## src/rtl/mux_imm_sel_pkg.sv

```systemverilog
// Shared datapath widths for the execute-stage operand selectors.
// DATA_WIDTH follows the project-wide `DATA_WIDTH define (32 if none is given).
`ifndef DATA_WIDTH
`define DATA_WIDTH 32
`endif

package mux_imm_sel_pkg;
  localparam int DATA_WIDTH = `DATA_WIDTH;
  localparam int CNT_WIDTH  = 32;
  localparam logic [CNT_WIDTH-1:0] CNT_MAX = {CNT_WIDTH{1'b1}};

  // Saturating increment: the counter sticks at all-ones instead of wrapping.
  function automatic logic [CNT_WIDTH-1:0] sat_inc(input logic [CNT_WIDTH-1:0] v);
    return (v == CNT_MAX) ? v : v + 1'b1;
  endfunction
endpackage

```

## src/rtl/mux_imm_sel_mux2_core.sv

```systemverilog
// mux2_core: parameterised combinational 2:1 selector, y = sel ? b : a.
// Only a clean 1 on sel picks b; an unknown select falls through to a.
module mux2_core #(
  parameter int DATA_WIDTH = 32
) (
  input  logic [DATA_WIDTH-1:0] a,
  input  logic [DATA_WIDTH-1:0] b,
  input  logic                  sel,
  output logic [DATA_WIDTH-1:0] y
);
  always_comb begin
    if (sel) y = b;
    else     y = a;
  end
endmodule

```

## src/rtl/mux_imm_sel.sv

```systemverilog
// mux_imm_sel: ALU operand-B selector (register vs immediate) with a registered copy.
// Define MUX_IMM_SEL_STATS_EN to add saturating imm_cnt/reg_cnt selection counters.
module mux_imm_sel
  import mux_imm_sel_pkg::*;
(
  input  logic                  clk,
  input  logic                  rst,
  input  logic [DATA_WIDTH-1:0] data_reg,
  input  logic [DATA_WIDTH-1:0] data_imm,
  input  logic                  use_imm,
  input  logic                  in_valid,
  output logic [DATA_WIDTH-1:0] mux_out,
  output logic [DATA_WIDTH-1:0] mux_out_q,
  output logic                  out_valid
`ifdef MUX_IMM_SEL_STATS_EN
  ,
  output logic [CNT_WIDTH-1:0]  imm_cnt,
  output logic [CNT_WIDTH-1:0]  reg_cnt
`endif
);
  logic [DATA_WIDTH-1:0] mux_out_d, mux_out_qr;
  logic                  out_valid_d, out_valid_q;

  mux2_core #(.DATA_WIDTH(DATA_WIDTH)) u_mux2_core (
    .a   (data_reg),
    .b   (data_imm),
    .sel (use_imm),
    .y   (mux_out)
  );

  // Invalid cycles keep the last captured operand; only the valid flag drops.
  always_comb begin
    mux_out_d   = mux_out_qr;
    out_valid_d = 1'b0;
    if (in_valid) begin
      mux_out_d   = mux_out;
      out_valid_d = 1'b1;
    end
  end

  always_ff @(posedge clk) begin
    if (rst) begin
      mux_out_qr  <= '0;
      out_valid_q <= 1'b0;
    end else begin
      mux_out_qr  <= mux_out_d;
      out_valid_q <= out_valid_d;
    end
  end

  assign mux_out_q = mux_out_qr;
  assign out_valid = out_valid_q;

`ifdef MUX_IMM_SEL_STATS_EN
  logic [CNT_WIDTH-1:0] imm_cnt_d, imm_cnt_q;
  logic [CNT_WIDTH-1:0] reg_cnt_d, reg_cnt_q;

  always_comb begin
    imm_cnt_d = imm_cnt_q;
    reg_cnt_d = reg_cnt_q;
    if (in_valid) begin
      if (use_imm) imm_cnt_d = sat_inc(imm_cnt_q);
      else         reg_cnt_d = sat_inc(reg_cnt_q);
    end
  end

  always_ff @(posedge clk) begin
    if (rst) begin
      imm_cnt_q <= '0;
      reg_cnt_q <= '0;
    end else begin
      imm_cnt_q <= imm_cnt_d;
      reg_cnt_q <= reg_cnt_d;
    end
  end

  assign imm_cnt = imm_cnt_q;
  assign reg_cnt = reg_cnt_q;
`endif
endmodule

```

## config.mk

```make
export PLATFORM = sky130hd
export DESIGN_NAME = mux_imm_sel
export DESIGN_NICKNAME = d
export VERILOG_FILES = /design/src/rtl/mux_imm_sel_pkg.sv /design/src/rtl/mux_imm_sel_mux2_core.sv /design/src/rtl/mux_imm_sel.sv
export SDC_FILE = /design/constraint.sdc
export NUM_CORES = 1
export LEC_CHECK = 0
export CAP_MARGIN = 20
export CORE_AREA = 2 2 68 86
export DETAILED_ROUTE_END_ITERATION = 12
export DIE_AREA = 0 0 70 88
export HOLD_SLACK_MARGIN = 0.06
export PLACE_DENSITY = 0.76
export SLEW_MARGIN = 20
export SYNTH_ARGS = -nofsm -noshare
export SYNTH_HDL_FRONTEND = slang
export SYNTH_HIERARCHICAL = 1
export SYNTH_SLANG_ARGS = --single-unit
export TNS_END_PERCENT = 5
```

## constraint.sdc

```tcl
create_clock -name clk -period 1.2 [get_ports clk]
set_input_delay 0.24 -clock clk [delete_from_list [all_inputs] [get_ports clk]]
set_output_delay 0.24 -clock clk [all_outputs]
set_load 0.02 [all_outputs]
```

# Yosys cells after proc, flatten, opt, wreduce, memory -nomap -nowiden
# Index checks and enable logic that the tools add are counted.
# W data, S select, Z words.
[word_totals]
elab_cells = 4
ff_bits = 33
input_bits = 68
out_inout_bits = 65
[classes]
muxes = 2
[op_table]
columns = ["cell", "n"]
rows = [
  ["$mux W32", 1],
  ["$mux W1", 1],
]

# Logic depth before layout (Yosys ltp)
# Gate-level depths: netlist (run 1).
[logic_depth]
depth_word = 1
depth_mapped = 5
depth_no_buf = 3

# Hierarchy
# Netlist (run 1), hierarchy kept.
[modules_own_cells]
columns = ["mod", "cells_each", "area_per_inst_um2", "seq_area_each_um2", "instances"]
rows = [
  ["mux_imm_sel", 106, 1202.4, 660.6, 1],
  ["mux2_core", 36, 544.3, 0.0, 1],
]

# Worst setup path after synthesis (run 1)
# No wires, ideal clock.
[synth_timing]
kind = "input-to-reg"
startpoint = "input port use_imm"
endpoint = "register mux_out_qr[3] (netlist: mux_out_q[3])"
arrival_ns = 1.038
n_path_buf = 2
required_time_ns = 1.084
path_slack_ns = 0.046
path_stages = 5
setup_ns = 0.116
path_cell_list = "buf_6 buf_12 mux2_4 mux2i_1 nor2_2"
[synth_via]
elab_chain_len = 1
[synth_lines]
columns = ["item", "line", "rtl"]
rows = [
  ["from (decl)", "mux_imm_sel.sv:10", "input logic use_imm,"],
  ["$mux W32", "mux_imm_sel_mux2_core.sv:12", "if (sel) y = b;"],
  ["named net mux_out[3]", "mux_imm_sel.sv:12", "output logic [DATA_WIDTH-1:0] mux_out,"],
  ["to (signal assigned)", "mux_imm_sel.sv:46", "mux_out_qr <= mux_out_d;"],
  ["to (decl)", "mux_imm_sel.sv:21", "logic [DATA_WIDTH-1:0] mux_out_d, mux_out_qr;"],
]
# The timed path passes the listed nets, and every way through them passes these cells.
# A chain may end at the register's enable or synchronous reset.

# Worst setup path in the final report (run 1)
[layout_timing]
startpoint = "input port use_imm"
endpoint = "output port mux_out[27]"
[layout_via]
elab_chain_len = 1
[layout_lines]
columns = ["item", "line"]
rows = [
  ["$mux W32", "mux_imm_sel_mux2_core.sv:12"],
  ["to (decl)", "mux_imm_sel.sv:12"],
]
# No other way between the ends.

==> flow_summary.yaml, run 1 <==
outcome:
  status: "finished, violations left"
  violations: "negative setup slack"
yosys:
  ys_top_cells_by_count: "dfxtp_1, mux2i_1, mux2_4, nor2_1, buf_12"
  yosysMostFrequentCell: "dfxtp_1"
  ys_top_cells_by_area: "dfxtp_1, mux2_4, mux2i_1"
  syn_area_um2: 1747
  synth_ff_type: "dfxtp_1"
  yosys_warnings: 6
  synth_edf_count: 0
  yosysSeqAreaShare_pct: 37.82
  synth_top_cell_area_share_pct: 37.82
  yosys.area.top_type: "dfxtp_1"
  syn_nets: 210
  synth.avg_cell_area_um2: 12.30
  synth_cell_types: 11
  ys_async_sr_fraction_pct: 0
  syn_inst: 142
  ys_ff_latch: 33
grt:
  grt_util_all_layers_pct: 16.16
  overflow: 0
  grt_pass1_wl_mm: 7.707
  grt_pass1_vias: 1557
  antenna_found_initial: 0
  grt_max_degree: 23
clocking:
  cts_tree: "done"
  cts_buffers: 5
  hold_buffers: 0
  cts.reportedPaths.clkPinSlew_ps: 70
  cts_max_level: 2
  cts.sinks: 33
  cts_buffer_depth: 2
  worstSkewPairLatency_ps: 280
  root_buffer: "clkbuf_8"
floorplan:
  dieArea_um2: 6160
  start_util_pct: 32.77
  rows: 30
  core_area_um2: 5330
  io_pins: 133
  die_y_um: 88
  die_x_um: 70
place:
  dp_cells: 346
  dp_hpwl_mm: 3.800
  port_buffers: 132
  gp_congestion: 0.6717
route:
  vias: 1600
  drt-initial-drc-count: 31
  route.detailed.drc: 0
  ant_nets: 0
  dr.pass1.iters: 3
  vias_per_cell: 4.444
  wl_per_cell_um: 13.76
  wl_mm: 4.954
critical_path:
  worstSetupPathType: "in -> out"
  crit_start: "use_imm"
  path_max_fanout: 9
  rr_startpoint: "mux_out_q[4]"
  arrival_ps: 980
  cp-start-kind: "primary input"
  cp-end-kind: "output port"
  cp_data_required_time_ps: 960
sta:
  slew_headroom_pct: 83.99
  hold_violations: 0
  tns_ps: -85.85
  setup_viol: 10
  finalClockSkew_ps: 0
  max_freq_mhz: 817.8
  worst_slack_ps: -22.85
  post-route-min-period_ps: 1223
  rsz0062_at_grt: "true"
  whs_ps: 353.5
  slew_violations: 0
  tightest_slew_ps: 241.1
  period_share_pct: 101.9
flow_run:
  drv_cap: 0
layout:
  diodes: 0
  final_layout_size_suffix_gt1_share_pct: 42.57
  post-route-util_pct: 61.97
  num-nets-final: 363
  area_delta_synth_final_pct: 89.11
  instances_no_fill: 360
power:
  power.leakage_nw: 1.800
  ir_drop_uv: 665.9
  powerDensity_nw_per_um2: 985.0
  total_power_mw: 3.253
min_path:
  min_from: "data_imm[25]"
  hp-class: "in -> reg"
path summary, 6_finish.rpt:
check | to | slack [ps] | cells past startpoint
max | mux_out[27] | -20 | 4
min | mux_out_q[25] | 350 | 4
max reg2reg | mux_out_q[4] | 580 | 2
min reg2reg | mux_out_q[2] | 490 | 2
power by group:
group,internal (mW),total [mW],switching [mW]
sequential,1.17,1.21,0.0347
clock,0.518,0.904,0.386
combinational,0.644,1.14,0.499
total,2.33,3.25,0.920
routing by layer:
| metal | global-route usage [%] | vias up | wire length, µm |
|---|---|---|---|
| met1 | 17.77 | 742 | 1790 |
| li1 | - | 787 | - |
| met3 | 6.099 | 2 | 372 |
| met2 | 29.70 | 69 | 2775 |
| met4 | 3.671 | 0 | 16 |
| met5 | 0 | - | 0 |
final cells by class:
class / instances / area [µm²]
well taps: 64 / 80.08
flip-flops and latches: 33 / 660.6
multi-input cells: 97 / 932.1
repair buffers: 158 / 1529
clock inverters: 1 / 5.005
fillers: 476 / 2027
clock buffers: 7 / 96.34
timing repair:
| item | 4_1_cts | 5_1_grt |
|---|---|---|
| buffers inserted | 2 | 1 |
| gates resized for setup | 293 | 62 |
| gates cloned | 3 | 0 |
| endpoints found under the setup margin | 65 | 58 |
critical path: stages:
cell	delay (ps)
buf_12	130
buf_16	150
mux2_4	320
buf_6	140
cell families (layout without fill, tap and decap cells):
group,count (synthesis),count (layout),synth area share (%)
DFF,33,33,37.82
buffers and inverters,12,166,9.240
and+or+nand+nor,33,33,7.522
muxes,64,64,45.42
cells in the final DEF (no fill, tap or decap):
cell type        instances
dlymetal6s2s_1          12
mux2_4                  32
buf_16                   3
dlygate4sd2_1           52
clkdlybuf4s50_1          1
nor2b_1                  1
nor2_2                   2
buf_12                   6
mux2i_1                 32
clkbuf_8                 7
dfxtp_1                 33
clkbuf_2                24
clkdlybuf4s15_1          9
nor2_1                  30
buf_6                   32
buf_4                   18
clkinv_2                 1
buf_2                    1
sequential cells by signal, summed over array words and instances, names as in the netlist:
| register | count |
|---|---|
| out_valid | 1 |
| mux_out_q | 32 |
per-stage QoR:
stage,setup slack (ps),area (µm²)
after floorplan,45.97,1747
after global placement,-506.5,3189
after detailed placement,-529.7,3189
after global routing,-35.18,3303
after CTS,-125.5,3329
final,-22.85,3303
Note: power is estimated with default switching activity, not from simulation.
==> run 2: changes to the inputs <==
--- a/config.mk
+++ b/config.mk
@@ -5,15 +5,15 @@
 export SDC_FILE = /design/constraint.sdc
 export NUM_CORES = 1
 export LEC_CHECK = 0
+export ABC_AREA = 1
 export CAP_MARGIN = 20
-export CORE_AREA = 2 2 68 86
+export CORE_AREA = 2 2 72 91
 export DETAILED_ROUTE_END_ITERATION = 12
-export DIE_AREA = 0 0 70 88
+export DIE_AREA = 0 0 74 93
 export HOLD_SLACK_MARGIN = 0.06
-export PLACE_DENSITY = 0.76
-export SLEW_MARGIN = 20
+export PLACE_DENSITY = 0.78
+export SLEW_MARGIN = 10
 export SYNTH_ARGS = -nofsm -noshare
 export SYNTH_HDL_FRONTEND = slang
-export SYNTH_HIERARCHICAL = 1
 export SYNTH_SLANG_ARGS = --single-unit
 export TNS_END_PERCENT = 5
==> run 2 against run 1 <==
Effect of this change: the run still ends with negative setup slack left; critical path depth unchanged; global-route usage up 4.9 points; clock skew unchanged; synthesized area up 28%; worst hold slack worse by 68 ps; final cell count up 64%; sequential cell count unchanged; via count up 59%; sequential share of layout area down 4.4 points; combinational power up 27%; critical endpoint is now mux_out[15].
==> flow_summary.yaml, run 2 <==
sta:
  tns_ps: -43.96
  slew_violations: 0
  hold_violations: 0
  post-route-min-period_ps: 1215
  finalClockSkew_ps: 0
  max_freq_mhz: 822.8
  tightest_slew_ps: 223.8
  whs_ps: 285.1
  slew_headroom_pct: 85.14
  worst_slack_ps: -15.42
  setup_viol: 5
  period_share_pct: 101.3
  rsz0062_at_grt: "true"
critical_path:
  path_max_fanout: 2
  path_delay_family: "buffers and inverters"
  crit_buf_inv: 2
  worstSetupPathType: "in -> out"
  cp_data_required_time_ps: 960
  cpMaxStageDelayCell: "clkdlybuf4s50_1"
  rrSetupSlack_ps: 540
  arrival_ps: 980
  crit_start: "data_imm[15]"
  rr_endpoint: "mux_out_q[24]"
  cp-end-kind: "output port"
  crit_top_cell: "nand2_1"
  crit_chain: "clkdlybuf4s50_1 > nand2_1 > nand2_1 > buf_6"
  r2r_cells: 4
  rr_startpoint: "mux_out_q[24]"
  cpPeakStageDelay_ps: 470
  cp-start-kind: "primary input"
layout:
  mostFrequentLayoutCell: "nand2_1"
  layout_common_cells: "nand2_1, nor2_1, buf_4"
  largest_reg_flops: 32
  area_delta_synth_final_pct: 89.98
  final_layout_size_suffix_gt1_share_pct: 41.19
  post-route-util_pct: 70.22
  num-nets-final: 573
  diodes: 0
floorplan:
  die_y_um: 93
  rows: 32
  io_pins: 133
  die_x_um: 74
  dieArea_um2: 6882
  core_area_um2: 6046
  start_util_pct: 36.96
yosys:
  synth_edf_count: 0
  yosys_warnings: 0
  synth.avg_cell_area_um2: 7.209
  synth_top_cell_area_share_pct: 29.56
  synth_ff_type: "dfxtp_1"
  yosys.area.top_type: "dfxtp_1"
  syn_area_um2: 2235
  yosysMostFrequentCell: "nand2_1"
  syn_inst: 310
  ys_ff_latch: 33
  yosysSeqAreaShare_pct: 29.56
  synth_cell_types: 13
  ys_async_sr_fraction_pct: 0
  ys_top_cells_by_count: "nand2_1, nor2_1, dfxtp_1, inv_1"
  syn_nets: 378
  ys_top_cells_by_area: "dfxtp_1, nand2_1, nand2_4"
grt:
  grt_max_degree: 34
  grt_pass1_vias: 2519
  grt_util_all_layers_pct: 21.08
  antenna_found_initial: 0
  grt_pass1_wl_mm: 11.34
  overflow: 0
route:
  ant_nets: 0
  wl_mm: 6.961
  vias: 2543
  route.detailed.drc: 0
  drt-initial-drc-count: 74
  vias_per_cell: 4.310
  dr.pass1.iters: 4
  wl_per_cell_um: 11.80
clocking:
  cts_tree: "done"
  root_buffer: "clkbuf_8"
  worstSkewPairLatency_ps: 280
  cts_max_level: 2
  cts.reportedPaths.clkPinSlew_ps: 60
  hold_buffers: 0
  cts_buffer_depth: 2
  cts_buffers: 5
  cts.sinks: 33
place:
  gp_congestion: 0.7850
  port_buffers: 132
  dp_hpwl_mm: 5.284
outcome:
  status: "finished, violations left"
  violations: "negative setup slack"
min_path:
  min_to: "mux_out_q[29]"
  holdPathStages: 5
  min_from: "data_reg[29]"
  hp-class: "in -> reg"
flow_run:
  drv_cap: 0
power:
  clkPwrFrac_pct: 23.8
  power.switching_mw: 1.134
  p_seq_share_pct: 34.8
  powerDensity_nw_per_um2: 823.4
  internal-power_mw: 2.362
  switching_share_pct: 32.44
  combPwrFrac_pct: 41.4
  ir_drop_uv: 441.6
  power.leakage_nw: 2.579
run 2: cell types whose count changed in the layout (fill, tap and decap cells not counted), moves of 7 or more:
cell	before	now
nand3_2	0	30
mux2i_1	32	0
buf_4	18	62
mux2_4	32	0
nand2_4	0	30
nand2_1	0	91
dlymetal6s2s_1	12	20
dlygate4sd2_1	52	33
nor2_1	30	65
clkdlybuf4s50_1	1	13
inv_1	0	32
nand2_2	0	7
run 2: logic make-up (layout without fill, tap and decap cells):
| family | Yosys count | after routing | share of synthesized area, % |
|---|---|---|---|
| simple gates | 225 | 225 | 56.38 |
| flops | 33 | 33 | 29.56 |
| buf+inv | 52 | 247 | 14.05 |
run 2: cell type report:
class | count | area (µm²)
timing repair buffer | 206 | 1971
tap | 85 | 106.4
inverter | 34 | 143.9
multi-input combinational | 225 | 1277
sequential | 33 | 660.6
fill | 500 | 1800
clock buffer | 7 | 86.33
run 2: what timing repair did:
action | CTS | global route
setup buffers | 2 | 0
endpoints found under the setup margin | 86 | 60
gates cloned | 2 | 0
pin swaps | 23 | 34
gates resized for setup | 285 | 69
run 2: worst max-delay path by stage:
stage	endpoint	slack, ps	depth (start not counted)
5_1_grt	mux_out[30]	-50	4
6_report	mux_out[15]	-20	4
4_1_cts	mux_out[29]	-20	4
2_1_floorplan	mux_out[0]	170	5
3_3_place_gp	mux_out[2]	-850	7
3_5_place_dp	mux_out[2]	-870	7
run 2: power groups by stage:
stage / Combinational, mW / Sequential (mW) / Clock [mW]
final: 1.45 / 1.22 / 0.832
after global routing: 1.56 / 1.23 / 0.913
after CTS: 1.47 / 1.21 / 0.860
after detailed placement: 1.49 / 1.24 / 0
after floorplan: 0.576 / 1.34 / 0
after global placement: 1.46 / 1.23 / 0
run 2: metrics by stage:
stage	instances	total power, mW	cell area (µm²)	setup slack (ps)
floorplan	310	1.912	2235	167.9
global placement	580	2.698	4136	-845.2
detailed placement	580	2.732	4136	-873.5
CTS	590	3.540	4260	-22.66
global route	590	3.701	4245	-49.59
finish	590	3.496	4245	-15.42
run 2: worst reg2reg max path: stages, from the launching register on:
cell and delay (ps):
dfxtp_1 310, nor2_1 100, nor2_1 50, nand2_1 70
inv_1 40
run 2: metal layers:
metal  global-route usage (%)  vias up  routed length, µm
met5                        0        -                  0
met4                    6.364        0                127
met3                    5.819       12                470
met2                    39.43       85               3817
met1                    22.20     1137               2546
li1                         -     1309                  -
==> run 3: changes to the inputs <==
--- a/config.mk
+++ b/config.mk
@@ -11,7 +11,7 @@
 export DETAILED_ROUTE_END_ITERATION = 12
 export DIE_AREA = 0 0 74 93
 export HOLD_SLACK_MARGIN = 0.06
-export PLACE_DENSITY = 0.78
+export PLACE_DENSITY = 0.89
 export SLEW_MARGIN = 10
 export SYNTH_ARGS = -nofsm -noshare
 export SYNTH_HDL_FRONTEND = slang
==> run 3 against run 2 <==
Effect of this change: sequential cell count did not move; core utilization up 0.50 points; setup slack improved by 18 ps; fmax up 1.5%; register-to-register slack worse by 20 ps; wire length grew 7.5%; combinational power is essentially flat; the flow now finishes without violations; sequential power is essentially flat; critical path type unchanged; die area stayed put; total power fell by 0.45%; design area grew 0.71%; critical endpoint is now mux_out[20]; via count increased by 3.0%.
==> flow_summary.yaml, run 3 (synthesized netlist as in run 2, its figures left out) <==
power:
  power.leakage_nw: 2.544
  p_seq_share_pct: 35.0
  powerDensity_nw_per_um2: 813.9
  clkPwrFrac_pct: 22.9
  internal-power_mw: 2.312
  ir_drop_uv: 599.5
  switching_share_pct: 33.56
  power.switching_mw: 1.168
  combPwrFrac_pct: 42.2
clocking:
  root_buffer: "clkbuf_8"
  hold_buffers: 0
  cts.reportedPaths.clkPinSlew_ps: 70
  cts_max_level: 2
  cts_tree: "done"
  cts_buffer_depth: 2
  cts_buffers: 5
  cts.sinks: 33
  worstSkewPairLatency_ps: 280
layout:
  instances_no_fill: 594
  layout_common_cells: "nand2_1, buf_4, nor2_1"
  area_delta_synth_final_pct: 91.32
  nFillCells: 490
  largest_reg_flops: 32
  final_layout_size_suffix_gt1_share_pct: 42.63
  fin_area_um2: 4275
  diodes: 0
  num-nets-final: 576
  mostFrequentLayoutCell: "nand2_1"
route:
  vias: 2620
  drt-initial-drc-count: 60
  route.detailed.drc: 0
  dr.pass1.iters: 4
  wl_mm: 7.482
  vias_per_cell: 4.411
  wl_per_cell_um: 12.60
  ant_nets: 0
grt:
  grt_max_degree: 34
  grt_pass1_wl_mm: 11.52
  grt_pass1_vias: 2631
  overflow: 0
  antenna_found_initial: 0
  grt_util_all_layers_pct: 21.52
floorplan:
  io_pins: 133
  die_x_um: 74
  die_y_um: 93
  rows: 32
  core_area_um2: 6046
  start_util_pct: 36.96
  dieArea_um2: 6882
sta:
  setup_viol: 0
  whs_ps: 302.9
  post-route-min-period_ps: 1197
  rsz0062_at_grt: "true"
  max_freq_mhz: 835.3
  period_share_pct: 99.77
  tightest_slew_ps: 259.8
  finalClockSkew_ps: 0
  hold_violations: 0
  slew_headroom_pct: 82.68
  slew_violations: 0
critical_path:
  cpMaxStageDelayCell: "clkdlybuf4s50_1"
  worstSetupPathType: "in -> out"
  cp-end-kind: "output port"
  path_delay_family: "buffers and inverters"
  rr_endpoint: "mux_out_q[15]"
  crit_chain: "clkdlybuf4s50_1 > nand2_1 > nand2_1 > buf_6"
  rrSetupSlack_ps: 520
  crit_top_cell: "nand2_1"
  cp-start-kind: "primary input"
  path_max_fanout: 2
  crit_cells: 4
  arrival_ps: 960
  cpPeakStageDelay_ps: 460
  r2r_cells: 4
  crit_buf_inv: 2
  cp_data_required_time_ps: 960
  rr_startpoint: "mux_out_q[15]"
  crit_start: "data_imm[20]"
min_path:
  min_from: "data_imm[29]"
  hp-class: "in -> reg"
  min_to: "mux_out_q[29]"
  holdPathStages: 5
place:
  place_area_um2: 4121
  dp_hpwl_mm: 5.762
  port_buffers: 132
  gp_congestion: 0.7939
  dp_cells: 583
outcome:
  status: "finished, final reports clean"
flow_run:
  drv_cap: 0
==> run 3: changes by cell type in the layout (fill, tap and decap cells not counted), sizes merged <==
cell,change
clkdlybuf4s15,+10
clkdlybuf4s50,-8
dlymetal6s2s,-5
buf,+2
dlygate4sd2,+12
clkbuf,-7
==> run 3: per-stage QoR <==
step	worst slack, ps	TNS [ps]	utilization (%)	total power [mW]
6_report	2.766	0	70.72	3.480
5_1_grt	-31.10	-101.2	70.72	3.669
3_5_place_dp	-926.8	-37950	68.17	2.734
4_1_cts	-51.53	-175.5	70.49	3.505
2_1_floorplan	167.9	0	-	1.912
3_3_place_gp	-891.0	-36230	68.17	2.690
==> run 3: cell type report <==
class                   count  area [µm²]  area share (%)
repair buffers            209        1956           45.74
clock buffers               8       80.08           1.873
multi-input cells         225        1333           31.17
inverters                  34       140.1           3.278
flip-flops and latches     33       660.6           15.45
well taps                  85       106.4           2.488
==> run 3: worst max path at each step <==
stage / to / slack (ps)
detailed placement: mux_out[12] / -930
floorplan: mux_out[0] / 170
global route: mux_out[20] / -30
global placement: mux_out[17] / -890
finish: mux_out[20] / 3
CTS: mux_out[28] / -50
==> run 3: tightest hold or removal path, cell delays in order <==
cell            delay (ps)
dlymetal6s2s_1          90
nand2_1                 70
nand3_1                 80
nand2_1                 40
inv_1                   40
==> run 3: routing by layer <==
| layer | global-route usage [%] | vias to the layer above | part of all wire [%] |
|---|---|---|---|
| met1 | 19.59 | 1192 | 33 |
| met4 | 8.333 | 0 | 3.6 |
| met3 | 5.280 | 21 | 5.2 |
| met2 | 43.23 | 92 | 58 |
| li1 | - | 1315 | - |
| met5 | 0 | - | 0 |
==> run 3: power by group through the flow <==
stage               Clock, mW  Combinational (mW)  Sequential [mW]
floorplan                   0               0.576             1.34
global route            0.874                1.57             1.22
CTS                     0.819                1.47             1.22
global placement            0                1.45             1.24
finish                  0.796                1.47             1.22
detailed placement          0                1.49             1.24
==> run 3: repair_timing <==
action / CTS / global route
resized for setup: 311 / 61
gates cloned: 1 / 0
hold endpoints to repair: 0 / 0
setup buffers: 3 / 0
pin swaps: 31 / 14
endpoints found under the setup margin: 95 / 58
